`src/rtl/freq_meter_pkg.sv`:
```
// Shared types and helpers for the equal-precision frequency meter:
// FSM state encoding, gate-select codes and the gate-length function.
package freq_meter_pkg;

  typedef enum logic [2:0] {
    IDLE  = 3'd0,
    ARM   = 3'd1,
    MEAS  = 3'd2,
    CLOSE = 3'd3,
    DONE  = 3'd4
  } state_t;

  localparam logic [1:0] GSEL_1S    = 2'd0;
  localparam logic [1:0] GSEL_100MS = 2'd1;
  localparam logic [1:0] GSEL_10MS  = 2'd2;
  localparam logic [1:0] GSEL_1MS   = 2'd3;

  // Preset gate length in reference clocks; clk_hz is a parameter, so this folds to a constant mux.
  function automatic logic [31:0] gate_ticks(input int unsigned clk_hz, input logic [1:0] sel);
    int unsigned divisor;
    case (sel)
      GSEL_1S:    divisor = 1;
      GSEL_100MS: divisor = 10;
      GSEL_10MS:  divisor = 100;
      GSEL_1MS:   divisor = 1000;
      default:    divisor = 1;
    endcase
    return 32'(clk_hz / divisor);
  endfunction

endpackage

```
`src/rtl/fx_sync.sv`:
```
// Synchronises the asynchronous F_in pin into the Clock domain and emits a
// one-cycle pulse per rising edge, SYNC_STAGES+1 clocks after the pin edge.
module fx_sync #(
  parameter int unsigned SYNC_STAGES = 2
) (
  input  logic Clock,
  input  logic CLR,
  input  logic F_in,
  output logic fx_rise
);

  logic [SYNC_STAGES-1:0] sync_q, sync_d;
  logic                   last_q, last_d;
  logic                   rise_q, rise_d;

  always_comb begin
    sync_d = {sync_q[SYNC_STAGES-2:0], F_in};
    last_d = sync_q[SYNC_STAGES-1];
    rise_d = sync_q[SYNC_STAGES-1] & ~last_q;
  end

  always_ff @(posedge Clock or posedge CLR) begin
    if (CLR) begin
      sync_q <= '0;
      last_q <= 1'b0;
      rise_q <= 1'b0;
    end else begin
      sync_q <= sync_d;
      last_q <= last_d;
      rise_q <= rise_d;
    end
  end

  assign fx_rise = rise_q;

endmodule

```
`src/rtl/equal_precision_gate.sv`:
```
// Equal-precision gate: opens and closes on F_in rising edges, counting F_in
// periods (nx) and reference clocks (ns) over the same interval.
module equal_precision_gate
  import freq_meter_pkg::*;
#(
  parameter int unsigned CLK_HZ        = 50_000_000,
  parameter int unsigned NX_W          = 32,
  parameter int unsigned NS_W          = 32,
  parameter int unsigned SYNC_STAGES   = 2,
  parameter int unsigned TIMEOUT_GATES = 2
) (
  input  logic            Clock,
  input  logic            CLR,
  input  logic            F_in,
  input  logic            enable,
  input  logic [1:0]      gate_sel,
  output logic [NX_W-1:0] nx,
  output logic [NS_W-1:0] ns,
  output logic            result_valid,
  output logic            overflow,
  output logic            no_signal,
  output logic            gate_open
);

  state_t          state_q, state_d;
  logic [NX_W-1:0] nx_cnt_q, nx_cnt_d;
  logic [NS_W-1:0] ns_cnt_q, ns_cnt_d;
  logic            sat_q, sat_d;
  logic [31:0]     timer_q, timer_d;
  logic [31:0]     to_q, to_d;
  logic [31:0]     ticks_q, ticks_d;
  logic [NX_W-1:0] nx_q, nx_d;
  logic [NS_W-1:0] ns_q, ns_d;
  logic            ovf_q, ovf_d;
  logic            no_signal_q, no_signal_d;

  logic        fx_rise;
  logic [31:0] ticks_live, to_limit, timer_next, to_next;
  logic        timer_hit, timeout_hit;

  fx_sync #(.SYNC_STAGES(SYNC_STAGES)) u_fx_sync (
    .Clock   (Clock),
    .CLR     (CLR),
    .F_in    (F_in),
    .fx_rise (fx_rise)
  );

  // ARM watches the live selection; CLOSE uses the gate latched at the open edge.
  assign ticks_live  = gate_ticks(CLK_HZ, gate_sel);
  assign to_limit    = (state_q == CLOSE) ? ticks_q * TIMEOUT_GATES : ticks_live * TIMEOUT_GATES;
  assign timer_next  = timer_q + 32'd1;
  assign to_next     = to_q + 32'd1;
  assign timer_hit   = (timer_next == ticks_q);
  assign timeout_hit = (to_next == to_limit);

  always_ff @(posedge Clock or posedge CLR) begin
    if (CLR) begin
      state_q     <= IDLE;
      nx_cnt_q    <= '0;
      ns_cnt_q    <= '0;
      sat_q       <= 1'b0;
      timer_q     <= '0;
      to_q        <= '0;
      ticks_q     <= '0;
      nx_q        <= '0;
      ns_q        <= '0;
      ovf_q       <= 1'b0;
      no_signal_q <= 1'b0;
    end else begin
      state_q     <= state_d;
      nx_cnt_q    <= nx_cnt_d;
      ns_cnt_q    <= ns_cnt_d;
      sat_q       <= sat_d;
      timer_q     <= timer_d;
      to_q        <= to_d;
      ticks_q     <= ticks_d;
      nx_q        <= nx_d;
      ns_q        <= ns_d;
      ovf_q       <= ovf_d;
      no_signal_q <= no_signal_d;
    end
  end

  always_comb begin
    state_d = state_q;
    case (state_q)
      IDLE:  if (enable) state_d = ARM;
      ARM:   if (!enable) state_d = IDLE;
             else if (fx_rise) state_d = MEAS;
      MEAS:  if (!enable) state_d = IDLE;
             else if (timer_hit) state_d = fx_rise ? DONE : CLOSE;
      CLOSE: if (!enable) state_d = IDLE;
             else if (fx_rise) state_d = DONE;
             else if (timeout_hit) state_d = ARM;
      DONE:  state_d = enable ? ARM : IDLE;
      default: state_d = IDLE;
    endcase
  end

  always_comb begin
    nx_cnt_d    = nx_cnt_q;
    ns_cnt_d    = ns_cnt_q;
    sat_d       = sat_q;
    timer_d     = timer_q;
    to_d        = '0;
    ticks_d     = ticks_q;
    nx_d        = nx_q;
    ns_d        = ns_q;
    ovf_d       = ovf_q;
    no_signal_d = no_signal_q;
    case (state_q)
      ARM: begin
        if (fx_rise) begin
          nx_cnt_d = '0;
          ns_cnt_d = '0;
          sat_d    = 1'b0;
          timer_d  = '0;
          ticks_d  = ticks_live;
        end else if (timeout_hit) begin
          no_signal_d = 1'b1;
        end else begin
          to_d = to_next;
        end
      end
      MEAS, CLOSE: begin
        if (state_q == MEAS) timer_d = timer_next;
        else if (!fx_rise && timeout_hit) no_signal_d = 1'b1;
        else to_d = to_next;
        // Saturate rather than wrap; any lost count marks the measurement as overflowed.
        if (&ns_cnt_q) sat_d = 1'b1;
        else ns_cnt_d = ns_cnt_q + NS_W'(1);
        if (fx_rise) begin
          if (&nx_cnt_q) sat_d = 1'b1;
          else nx_cnt_d = nx_cnt_q + NX_W'(1);
        end
        if (state_d == DONE) begin
          nx_d        = nx_cnt_d;
          ns_d        = ns_cnt_d;
          ovf_d       = sat_d;
          no_signal_d = 1'b0;
        end
      end
      default: ;
    endcase
  end

  always_comb begin
    result_valid = (state_q == DONE);
    gate_open    = (state_q == MEAS) || (state_q == CLOSE);
  end

  assign nx        = nx_q;
  assign ns        = ns_q;
  assign overflow  = ovf_q;
  assign no_signal = no_signal_q;

endmodule

```
`config.mk`:
```
export PLATFORM = sky130hd
export DESIGN_NAME = equal_precision_gate
export DESIGN_NICKNAME = d
export VERILOG_FILES = /design/src/rtl/freq_meter_pkg.sv /design/src/rtl/fx_sync.sv /design/src/rtl/equal_precision_gate.sv
export SDC_FILE = /design/constraint.sdc
export NUM_CORES = 1
export LEC_CHECK = 0
export CAP_MARGIN = 20
export CORE_MARGIN = 2
export CORE_UTILIZATION = 60
export DETAILED_ROUTE_END_ITERATION = 12
export DONT_BUFFER_PORTS = 1
export PLACE_DENSITY_LB_ADDON = 0.05
export SLEW_MARGIN = 40
export SYNTH_ARGS = -nofsm -noshare
export SYNTH_HDL_FRONTEND = slang
export SYNTH_SLANG_ARGS = --single-unit
```
`constraint.sdc`:
```
create_clock -name Clock -period 10 [get_ports Clock]
set_input_delay 1.5 -clock Clock [delete_from_list [all_inputs] [get_ports Clock]]
set_output_delay 1.5 -clock Clock [all_outputs]
set_load 0.005 [all_outputs]
```
==> results of run 1 <==
worst paths after layout:
path | slack [ns] | start | cells after the start | to
hold / removal | 0.35 | u_fx_sync.sync_q[0] | 0 | u_fx_sync.sync_q[1]
setup reg to reg | 4.34 | timer_q[0] | 18 | ns[20]
setup / recovery | -3.68 | gate_sel[1] | 67 | no_signal
min in group asynchronous | 0.98 | CLR | 1 | nx_cnt_q[12]
hold reg to reg | 0.35 | u_fx_sync.sync_q[0] | 0 | u_fx_sync.sync_q[1]
max in group asynchronous | 7.96 | CLR | 2 | timer_q[9]
state kept, by name (all words and copies together), names as in the netlist:
signal	count
ns	32
ns_cnt_q	32
nx	32
nx_cnt_q	32
timer_q	32
to_q	32
ticks_q	24
state_q	3
u_fx_sync.sync_q	2
no_signal	1
overflow	1
sat_q	1
u_fx_sync.fx_rise	1
u_fx_sync.last_q	1
through the flow:
| stage | hold WS (ns) | std cells |
|---|---|---|
| 2_1_floorplan | 0.331 | 2257 |
| 4_1_cts | 0.355 | 2866 |
| 3_3_place_gp | 0.332 | 2821 |
| 5_1_grt | 0.368 | 2886 |
| 3_5_place_dp | 0.341 | 2821 |
| 6_report | 0.351 | 2886 |
metal layers:
| layer | vias to the layer above | wire (µm) | part of all wire [%] |
|---|---|---|---|
| li1 | 8586 | - | - |
| met1 | 8841 | 25900 | 43 |
| met2 | 995 | 25700 | 43 |
| met3 | 139 | 6790 | 11 |
| met4 | 2 | 1450 | 2.4 |
| met5 | - | 10 | 0.017 |
cell usage after synthesis (all sizes together), types with 8 or more instances:
cell type,n,area [µm²]
nand2,381,1430
o21ai,270,1360
dfrtp,226,5660
nor2,147,557
a21oi,129,649
xnor2,119,1060
clkbuf,117,440
nand3,79,408
xor2,68,596
o31ai,55,413
nor3,52,293
and3,49,307
buf,41,225
nand4,40,272
ha,39,488
a31oi,38,257
a211oi,37,343
nand2b,30,188
inv,26,97.6
and2,23,144
nor2b,22,138
mux2i,19,194
nor4,18,164
a21o,17,128
o211ai,16,125
or2,14,87.6
and4,13,114
a211o,9,78.8
nor3b,9,72.6
nand4b,8,70.1
o31a,8,78.8
or3,8,55.1
or4,8,67.6
critical path, delay by kind of cell:
family	cells	cell delay, ns
AOI/OAI and AO/OA	21	3.70
xor gates and xnor gates	3	0.49
adders and majority gates	8	1.72
buffers and inverters	7	0.86
muxes	3	0.86
and+or+nand+nor	25	4.91
area by class of cell:
type | count | area, µm² | share of cell area, %
clock buffers | 30 | 599 | 2.76
clock inverters | 4 | 45.0 | 0.208
inverters | 28 | 144 | 0.663
multi-input cells | 1845 | 11900 | 55.0
flip-flops and latches | 226 | 5660 | 26.1
well taps | 384 | 480 | 2.21
repair buffers | 369 | 2850 | 13.1
cell families (layout without fill, tap and decap cells):
logic type / Yosys count / in the layout / synth area share [%]
simple gates: 921 / 921 / 25.8
compound gates: 676 / 676 / 24.5
flops: 226 / 226 / 32.0
xor+xnor: 187 / 187 / 9.36
buf+inv: 186 / 431 / 4.36
fa+ha+maj: 39 / 39 / 2.76
mux: 22 / 22 / 1.33
power by group through the flow:
stage	logic [mW]	clock network [mW]	registers (mW)
4_1_cts	0.875	0.783	1.00
6_report	0.928	0.781	1.01
5_1_grt	0.996	0.822	1.01
3_5_place_dp	0.841	0	1.02
3_3_place_gp	0.827	0	1.02
2_1_floorplan	0.507	0	0.993
timing repair:
| item | CTS | global route |
|---|---|---|
| setup buffers | 9 | 23 |
| resized for setup | 27 | 71 |
| endpoints found under the setup margin | 36 | 36 |
| hold buffers | 0 | 0 |
| gates cloned | 2 | 0 |
| pin swaps | 12 | 51 |
==> results.md, run 1 <==
* # H-tree levels at 1
* IO Count at 74
* Area Growth Syn to Fin at 22.6%
* Vias in the first global route at 17700
* Post-Synthesis Cell Area at 17700 µm²
* Max-slew headroom at 38.5%
* Initial drt markers at 2144
* Final RePlAce weighted congestion at 0.971
* Most Used Layer, Global Route: met2
* Leading cell type in the layout, fill and taps excluded: nand2_1
* Fillers at 2194
* Mean Syn Cell Area at 7.84 µm²
* Die area at 30900 µm²
* Largest net degree at the start of global routing at 107
* Tot GR Track Use at 37.4%
* Slew Limit Fails at 0
* Yosys Warn Count at 0
* Post-DRT Antenna Nets at 0
* Violated checks: negative setup slack
* Share of cells above drive strength 1 at 22.4%
* CTS sink count at 226
* CTS tree: yes
* Arr. time, crit path at 14.07 ns
* Setup WS pre-CTS at -4.21 ns
* Overall power at 2.72 mW
* I/O Buffers at 0
* Int Pwr at 1.80 mW
* Min Clock Period, post-route at 13.68 ns
* Net Count, Synth at 2302
* VDD IR max at 108 µV
* Cts bufs inserted at 21
* Final Net Count at 2536
* Largest stage delay, worst path at 0.62 ns
* Final setup violating endpoints at 36
* Detailed placement HPWL at 42.2 mm
* Die width at 176 µm
* Root Buffer: clkbuf_16
* Clock buffer depth at 3
* Critical Path RT at 10.39 ns
* Pwr dens at 125 nW/µm²
* Top FF cell, synth: dfrtp_1
* Worst Clk Skew at 0.00795 ns
* Drt first pass iters at 6
* Post-Synthesis Cells at 2257
* Hold crit path type: flip-flop to flip-flop
* Synthesis-stage register bit count at 226
* Max Fanout on Critical Path at 13
* Global-route wire length before repair at 93.7 mm
* Gate power share at 34.2%
* Core area at 28900 µm²
* Final Hold Fails at 0
* Num rows at 62
* Net switching power at 0.920 mW
* Capturing element type of the critical path: flip-flop
* Library cells used by synthesis at 109
* Clock Power Share at 28.8%
* Tcrit/Tclk final at 137%
* Routed vias at 18600
* Setup_tns at -122.10 ns
* Final worst slack at -3.68 ns
* Slowest-stage cell, CP: or4_4
* DR vias/cell at 6.43
* Initial Util at 61.3%
* Initial antenna violation count at 1
* Flop pwr share at 37.0%
* Met3 Use GR at 11.2%
* WS Path Type: input pin to flip-flop
* Worst Setup Start Kind: input pin
* Post-synthesis sequential area ratio at 32.0%
* Post-synth EDFFs at 0
* Cell mode on critical path: nand2_2
* Unrepaired setup endpoints after global routing: true
* Max-cap check violation count at 0
* Skew-Pair Late Insertion Delay at 0.50 ns
* Outcome: finished, violations left
* Final Instance Area at 21700 µm²
* Overflow after GRT at 0
* Placed inst area at 20300 µm²
* DRC Markers at 0
* Finished Core Util at 75.2%
* Met1 Track Usage GR at 53.5%
* WL final at 59.8 mm
* Worst-Margin Slew at 0.911 ns
* Met2 usage at 55.9%
* Routed WL per cell at 20.7 µm
* Die Y at 176 µm
* Sw Share at 33.9%
* Commonest cells after routing, fill and taps aside: 375 x nand2_1, 355 x buf_4, 252 x o21ai_0
* Ys async rst share at 100%
* Reg clk slew, reported paths at 0.06 ns
* Diode count at 0
* Max Freq at 0.0731 GHz
* Leakage Power at 9.04 nW
Note: power is estimated with default switching activity, not from simulation.
==> run 2, diff against run 1 <==
--- a/constraint.sdc
+++ b/constraint.sdc
@@ -3,2 +3,2 @@
 set_output_delay 1.5 -clock Clock [all_outputs]
-set_load 0.005 [all_outputs]
+set_load 0.01 [all_outputs]
==> run 2 against run 1 <==
Effect of this change: the run still ends with negative setup slack left; clock power up 2%; combinational power down 2%; design area down 0.15%; register-to-register slack better by 0.20 ns; sequential power about the same; critical path depth up 7; clock skew up 0.0045 ns; clock-buffer cell count down 5; die area unchanged; via count up 0.39%; critical path type unchanged; critical endpoint is now to_q[7].
==> results.md, run 2 (same netlist as run 1, synthesis figures left out) <==
* Worst Setup Start Kind: input pin
* Hold crit path type: flip-flop to flip-flop
* Initial antenna violation count at 2 (+1)
* Global-route wire length before repair at 94.0 mm (+0.32%)
* VDD IR max at 124 µV (+15%)
* Max Freq at 0.0741 GHz (+1.4%)
* Finished Core Util at 75.1% (-0.11 points)
* Core area at 28900 µm² (unchanged)
* Post-CTS Hold Fix Bufs at 0 (unchanged)
* Max Fanout on Critical Path at 7 (-6)
* DR vias/cell at 6.43 (about the same)
* Overflow after GRT at 0 (unchanged)
* Final Hold Fails at 0 (unchanged)
* Capturing element type of the critical path: flip-flop
* I/O Buffers at 0 (unchanged)
* Worst-Margin Slew at 0.780 ns (-0.131 ns)
* Tot GR Track Use at 37.5% (+0.12 points)
* Reg clk slew, reported paths at 0.07 ns (about the same)
* DRC Markers at 0 (unchanged)
* Unrepaired setup endpoints after global routing: true
* Cell mode on critical path: buf_4
* Root Buffer: clkbuf_16
* Met2 usage at 55.6% (-0.31 points)
* Final std cells w/o fill at 2897 (+0.38%)
* Setup WS pre-CTS at -4.25 ns (-0.0398 ns)
* Detailed placement HPWL at 41.6 mm (-1.5%)
* Met1 Track Usage GR at 55.7% (+2.2 points)
* Post-Place Cells at 2810 (-0.39%)
* Clock buffer depth at 3 (unchanged)
* Slowest-stage cell, CP: or4_4
* Tcrit/Tclk final at 135% (-1.9 points)
* Worst Clk Skew at 0.0125 ns (+0.00451 ns)
* Arr. time, crit path at 13.87 ns (-0.20 ns)
* Vias in the first global route at 17600 (-0.39%)
* IO Count at 74 (unchanged)
* # H-tree levels at 1 (unchanged)
* Overall power at 2.72 mW (about the same)
* Routed vias at 18600 (+0.39%)
* Largest stage delay, worst path at 0.62 ns (about the same)
* Final RePlAce weighted congestion at 1.01 (+4.2%)
* Final Net Count at 2543 (+0.28%)
* Final Instance Area at 21700 µm² (-0.15%)
* Placed inst area at 20200 µm² (-0.51%)
* Min Clock Period, post-route at 13.49 ns (-0.189 ns)
* Outcome: finished, violations left
* Final worst slack at -3.49 ns (+0.189 ns)
* Die Y at 176 µm (unchanged)
* Area Growth Syn to Fin at 22.4%
* WS Path Type: input pin to flip-flop
* Most Used Layer, Global Route: met1
* Skew-Pair Late Insertion Delay at 0.50 ns (about the same)
* Commonest cells after routing, fill and taps aside: 376 x nand2_1, 367 x buf_4, 254 x o21ai_0
* Initial drt markers at 2386 (+11%)
* Final setup violating endpoints at 35 (-2.8%)
* Cts bufs inserted at 20 (-4.8%)
* Met3 Use GR at 9.16% (-2.0 points)
* Drt first pass iters at 5 (-1)
* Largest net degree at the start of global routing at 98 (-8.4%)
* Slew Limit Fails at 0 (unchanged)
* Leading cell type in the layout, fill and taps excluded: nand2_1
* Die area at 30900 µm² (unchanged)
* Max-slew headroom at 47.5% (+9.1 points)
* Setup_tns at -115.36 ns (+6.73 ns)
* Leakage Power at 9.10 nW (+0.72%)
* WL final at 58.8 mm (-1.6%)
* Initial Util at 61.3% (unchanged)
* Violated checks: negative setup slack
* Num rows at 62 (unchanged)
* Routed WL per cell at 20.3 µm (-2.0%)
* Post-DRT Antenna Nets at 0 (unchanged)
* CTS sink count at 226 (unchanged)
* Share of cells above drive strength 1 at 22.1% (-0.25 points)
* Pwr dens at 125 nW/µm² (+0.17%)
* CTS tree: yes
* Worst Hold Slack at 0.352 ns (+0.000189 ns)
* Max-cap check violation count at 0 (unchanged)
* Critical Path RT at 10.38 ns (about the same)
* Die width at 176 µm (unchanged)
==> run 2: cell types whose count changed in the layout (fill, tap and decap cells not counted), moves of 3 or more <==
cell	before	now
a21oi_1	109	117
buf_4	355	367
clkinv_2	3	7
clkbuf_1	5	2
buf_6	11	5
a21oi_2	20	12
==> run 2: cell type report <==
type | instances | area (µm²)
inverters | 28 | 118
repair buffers | 377 | 2920
clock inverters | 11 | 111
well taps | 384 | 480
flip-flops and latches | 226 | 5660
fillers | 2160 | 7200
multi-input cells | 1845 | 11800
diodes | 1 | 2.50
clock buffers | 25 | 561
==> run 2: final timing paths <==
kind	start	cells past startpoint	slack [ns]	to
max in group asynchronous	CLR	2	7.85	to_q[14]
min in group asynchronous	CLR	1	0.94	nx[10]
hold / removal	u_fx_sync.sync_q[0]	0	0.35	u_fx_sync.sync_q[1]
setup reg to reg	timer_q[0]	19	4.54	nx[26]
hold reg to reg	u_fx_sync.sync_q[0]	0	0.35	u_fx_sync.sync_q[1]
setup / recovery	gate_sel[0]	74	-3.49	to_q[7]
==> run 2: per-layer routing <==
layer	wire, µm	up-vias
met5	8	-
met4	1290	2
met3	6600	130
met2	25200	971
met1	25700	8925
li1	-	8607
==> run 2: where the power goes <==
part           switching [mW]  internal, mW  leakage (nW)
registers              0.0581         0.947          3.09
logic                   0.510         0.403          5.67
clock network           0.345         0.452         0.335
==> run 2: critical path: cells and delay by family <==
| family | cells | cell delay, ns |
|---|---|---|
| AO/OA/AOI/OAI | 19 | 3.51 |
| AND/OR/NAND/NOR | 23 | 4.25 |
| buffers and inverters | 22 | 2.36 |
| multiplexers | 1 | 0.23 |
| XOR/XNOR | 2 | 0.42 |
| adder cells (fa/ha/maj) | 7 | 1.59 |
==> run 2: repair_timing <==
| item | in CTS | in global routing |
|---|---|---|
| resized for setup | 34 | 31 |
| pin swaps | 22 | 17 |
| gates cloned | 1 | 0 |
| buffers inserted | 43 | 7 |
| setup endpoints to repair | 36 | 36 |
==> run 3, diff against run 2 <==
Settings changed: CORE_UTILIZATION 60 to 59.
Clock period 10 ns to 10.9 ns, I/O delays scaled along.
==> run 3 against run 2 <==
Effect of this change: the run still ends with negative setup slack left; largest cell class unchanged; clock-buffer cell count is 9 higher; routed wire length is 0.64% lower; cell count is 0.86% lower; first-iteration DRC count is 22% lower; critical path depth is 10 lower; die area is 1.7% higher; global-route usage is 1.4 points lower; combinational power is 7.7% lower; non-clock buffer count is 32 lower.
==> results.md, run 3 (same netlist as run 1, synthesis figures left out) <==
* CTS sink count at 226 (unchanged)
* Cts bufs inserted at 22 (+10%)
* Slowest-stage cell, CP: or4_4
* Clock Power Share at 30.1% (+0.7 points)
* Final std cells w/o fill at 2872 (-0.86%)
* R2R depth at 18 (-1)
* Max Freq at 0.0727 GHz
* Leakage Power at 8.99 nW (-1.2%)
* Commonest cells after routing, fill and taps aside: 375 x nand2_1, 327 x buf_4, 254 x o21ai_0
* Multi-input gate area at 12000 µm² (+1.3%)
* VDD IR max at 124 µV (about the same)
* Crit path launch: gate_sel[0]
* Max Fanout on Critical Path at 6 (-1)
* Unrepaired setup endpoints after global routing: true
* Gate power share at 33.4% (-0.2 points)
* Routed WL per cell at 20.4 µm (+0.22%)
* Outcome: finished, violations left
* # H-tree levels at 1 (unchanged)
* Worst Setup Start Kind: input pin
* Min Clock Period, post-route at 13.75 ns
* Setup_tns at -92.60 ns (+22.76 ns)
* Placed inst area at 20100 µm² (-0.87%)
* Clock buffer depth at 3 (unchanged)
* Int Pwr at 1.69 mW (-6.3%)
* IO Count at 74 (unchanged)
* Reg2reg end: ns[8]
* Arr. time, crit path at 14.10 ns (+0.23 ns)
* Flop pwr share at 36.5% (-0.5 points)
* Hold crit path type: flip-flop to flip-flop
* Violated checks: negative setup slack
* Die Y at 177 µm (+0.83%)
* Post-Place Cells at 2792 (-0.64%)
* Register Area at 5660 µm² (unchanged)
* Share of cells above drive strength 1 at 21.9% (-0.26 points)
* Skew-Pair Late Insertion Delay at 0.50 ns (about the same)
* Capturing element type of the critical path: flip-flop
* Overall power at 2.52 mW (-7.1%)
* Critical Path Sink: to_q[4]
* Final worst slack at -2.85 ns (+0.637 ns)
* Tcrit/Tclk final at 126%
* Diode count at 0 (-1)
* Num rows at 63 (+1.6%)
* Tot GR Track Use at 36.1% (-1.4 points)
* Critical Path RT at 11.25 ns (+0.87 ns)
* Final Instance Area at 21700 µm² (about the same)
* R2r startpoint: timer_q[0]
* Overflow after GRT at 0 (unchanged)
* Largest stage delay, worst path at 0.63 ns (about the same)
* Drt first pass iters at 5 (unchanged)
* Fillers at 2344 (+8.5%)
* Max-slew headroom at 44.5% (-3.0 points)
* Sw Share at 33.1% (-0.53 points)
* Slew Limit Fails at 0 (unchanged)
* Final Net Count at 2513 (-1.2%)
* Pwr dens at 116 nW/µm² (-7.1%)
* Initial drt markers at 1870 (-22%)
* Initial antenna violation count at 0 (-2)
* Die area at 31400 µm² (+1.7%)
* Leading cell type in the layout, fill and taps excluded: nand2_1
* Cell mode on critical path: ha_4
* Global-route wire length before repair at 91.4 mm (-2.7%)
* Worst Hold Slack at 0.354 ns (+0.00255 ns)
* Area Growth Syn to Fin at 22.5% (about the same)
* DRC Markers at 0 (unchanged)
* Post-DRT Antenna Nets at 0 (unchanged)
* Post-CTS Hold Fix Bufs at 0 (unchanged)
* Die width at 177 µm (+0.83%)
* Worst Clk Skew at 0.00792 ns (-0.00453 ns)
* Reg clk slew, reported paths at 0.06 ns (about the same)
* Initial Util at 59.8% (-1.5 points)
* Vias in the first global route at 16900 (-4.0%)
* Detailed placement HPWL at 41.2 mm (-0.82%)
* DR vias/cell at 6.44 (about the same)
* Largest net degree at the start of global routing at 105 (+7.1%)
* Setup WS pre-CTS at -3.28 ns (+0.973 ns)
* I/O Buffers at 0 (unchanged)
* Setup slack, reg-to-reg at 5.06 ns (+0.52 ns)
* Routed vias at 18500 (-0.80%)
* Worst-Margin Slew at 0.828 ns (+0.0486 ns)
* Root Buffer: clkbuf_16
* Finished Core Util at 73.3% (-1.7 points)
* CTS tree: yes
* Final setup violating endpoints at 35 (unchanged)
* Final Hold Fails at 0 (unchanged)
* WL final at 58.5 mm (-0.64%)
* Max-cap check violation count at 0 (unchanged)
* WS Path Type: input pin to flip-flop
* Final RePlAce weighted congestion at 1.01 (-0.53%)
* Net switching power at 0.835 mW (-8.6%)
* Core area at 29600 µm² (+2.4%)
[run 3: worst min-delay path by stage]
stage                                    from                  end  slack, ns  cells past startpoint
after global placement    u_fx_sync.sync_q[0]  u_fx_sync.sync_q[1]       0.33                      0
after detailed placement  u_fx_sync.sync_q[0]  u_fx_sync.sync_q[1]       0.34                      0
after CTS                 u_fx_sync.sync_q[0]  u_fx_sync.sync_q[1]       0.36                      0
after floorplan           u_fx_sync.sync_q[0]  u_fx_sync.sync_q[1]       0.33                      0
final                     u_fx_sync.sync_q[0]  u_fx_sync.sync_q[1]       0.35                      0
after global routing      u_fx_sync.sync_q[0]  u_fx_sync.sync_q[1]       0.37                      0
[run 3: layout make-up]
| type | count | share of cell area (%) |
|---|---|---|
| clock buffers | 34 | 3.08 |
| repair buffers | 345 | 12.6 |
| clock inverters | 4 | 0.219 |
| inverters | 28 | 0.560 |
| multi-input cells | 1845 | 55.2 |
| flip-flops and latches | 226 | 26.1 |
| well taps | 390 | 2.25 |
[run 3: timing repair]
item	4_1_cts	5_1_grt
resized for setup	26	75
pin swaps	16	59
gates cloned	1	2
setup buffers	24	17
endpoints found under the setup margin	35	35
[run 3: critical path, delay by kind of cell]
family | cells | cell delay, ns
adder cells (fa/ha/maj) | 8 | 1.62
AND/OR/NAND/NOR | 25 | 5.37
buffers and inverters | 5 | 0.68
XOR/XNOR | 2 | 0.55
AO/OA/AOI/OAI | 22 | 3.84
multiplexers | 2 | 0.38
[run 3: per-layer routing]
metal | GRT usage [%] | wire [µm] | share of wire (%)
met3 | 8.03 | 5870 | 10
met5 | 0 | 0 | 0
met1 | 54.4 | 26100 | 45
met4 | 7.47 | 1400 | 2.4
met2 | 52.9 | 25200 | 43
[run 3: power by group through the flow]
stage               Combinational, mW  Sequential, mW  Clock, mW
detailed placement              0.746           0.934          0
floorplan                       0.466           0.911          0
CTS                             0.777           0.919      0.769
global route                    0.905           0.923      0.799
global placement                0.737           0.932          0
finish                          0.844           0.921      0.759
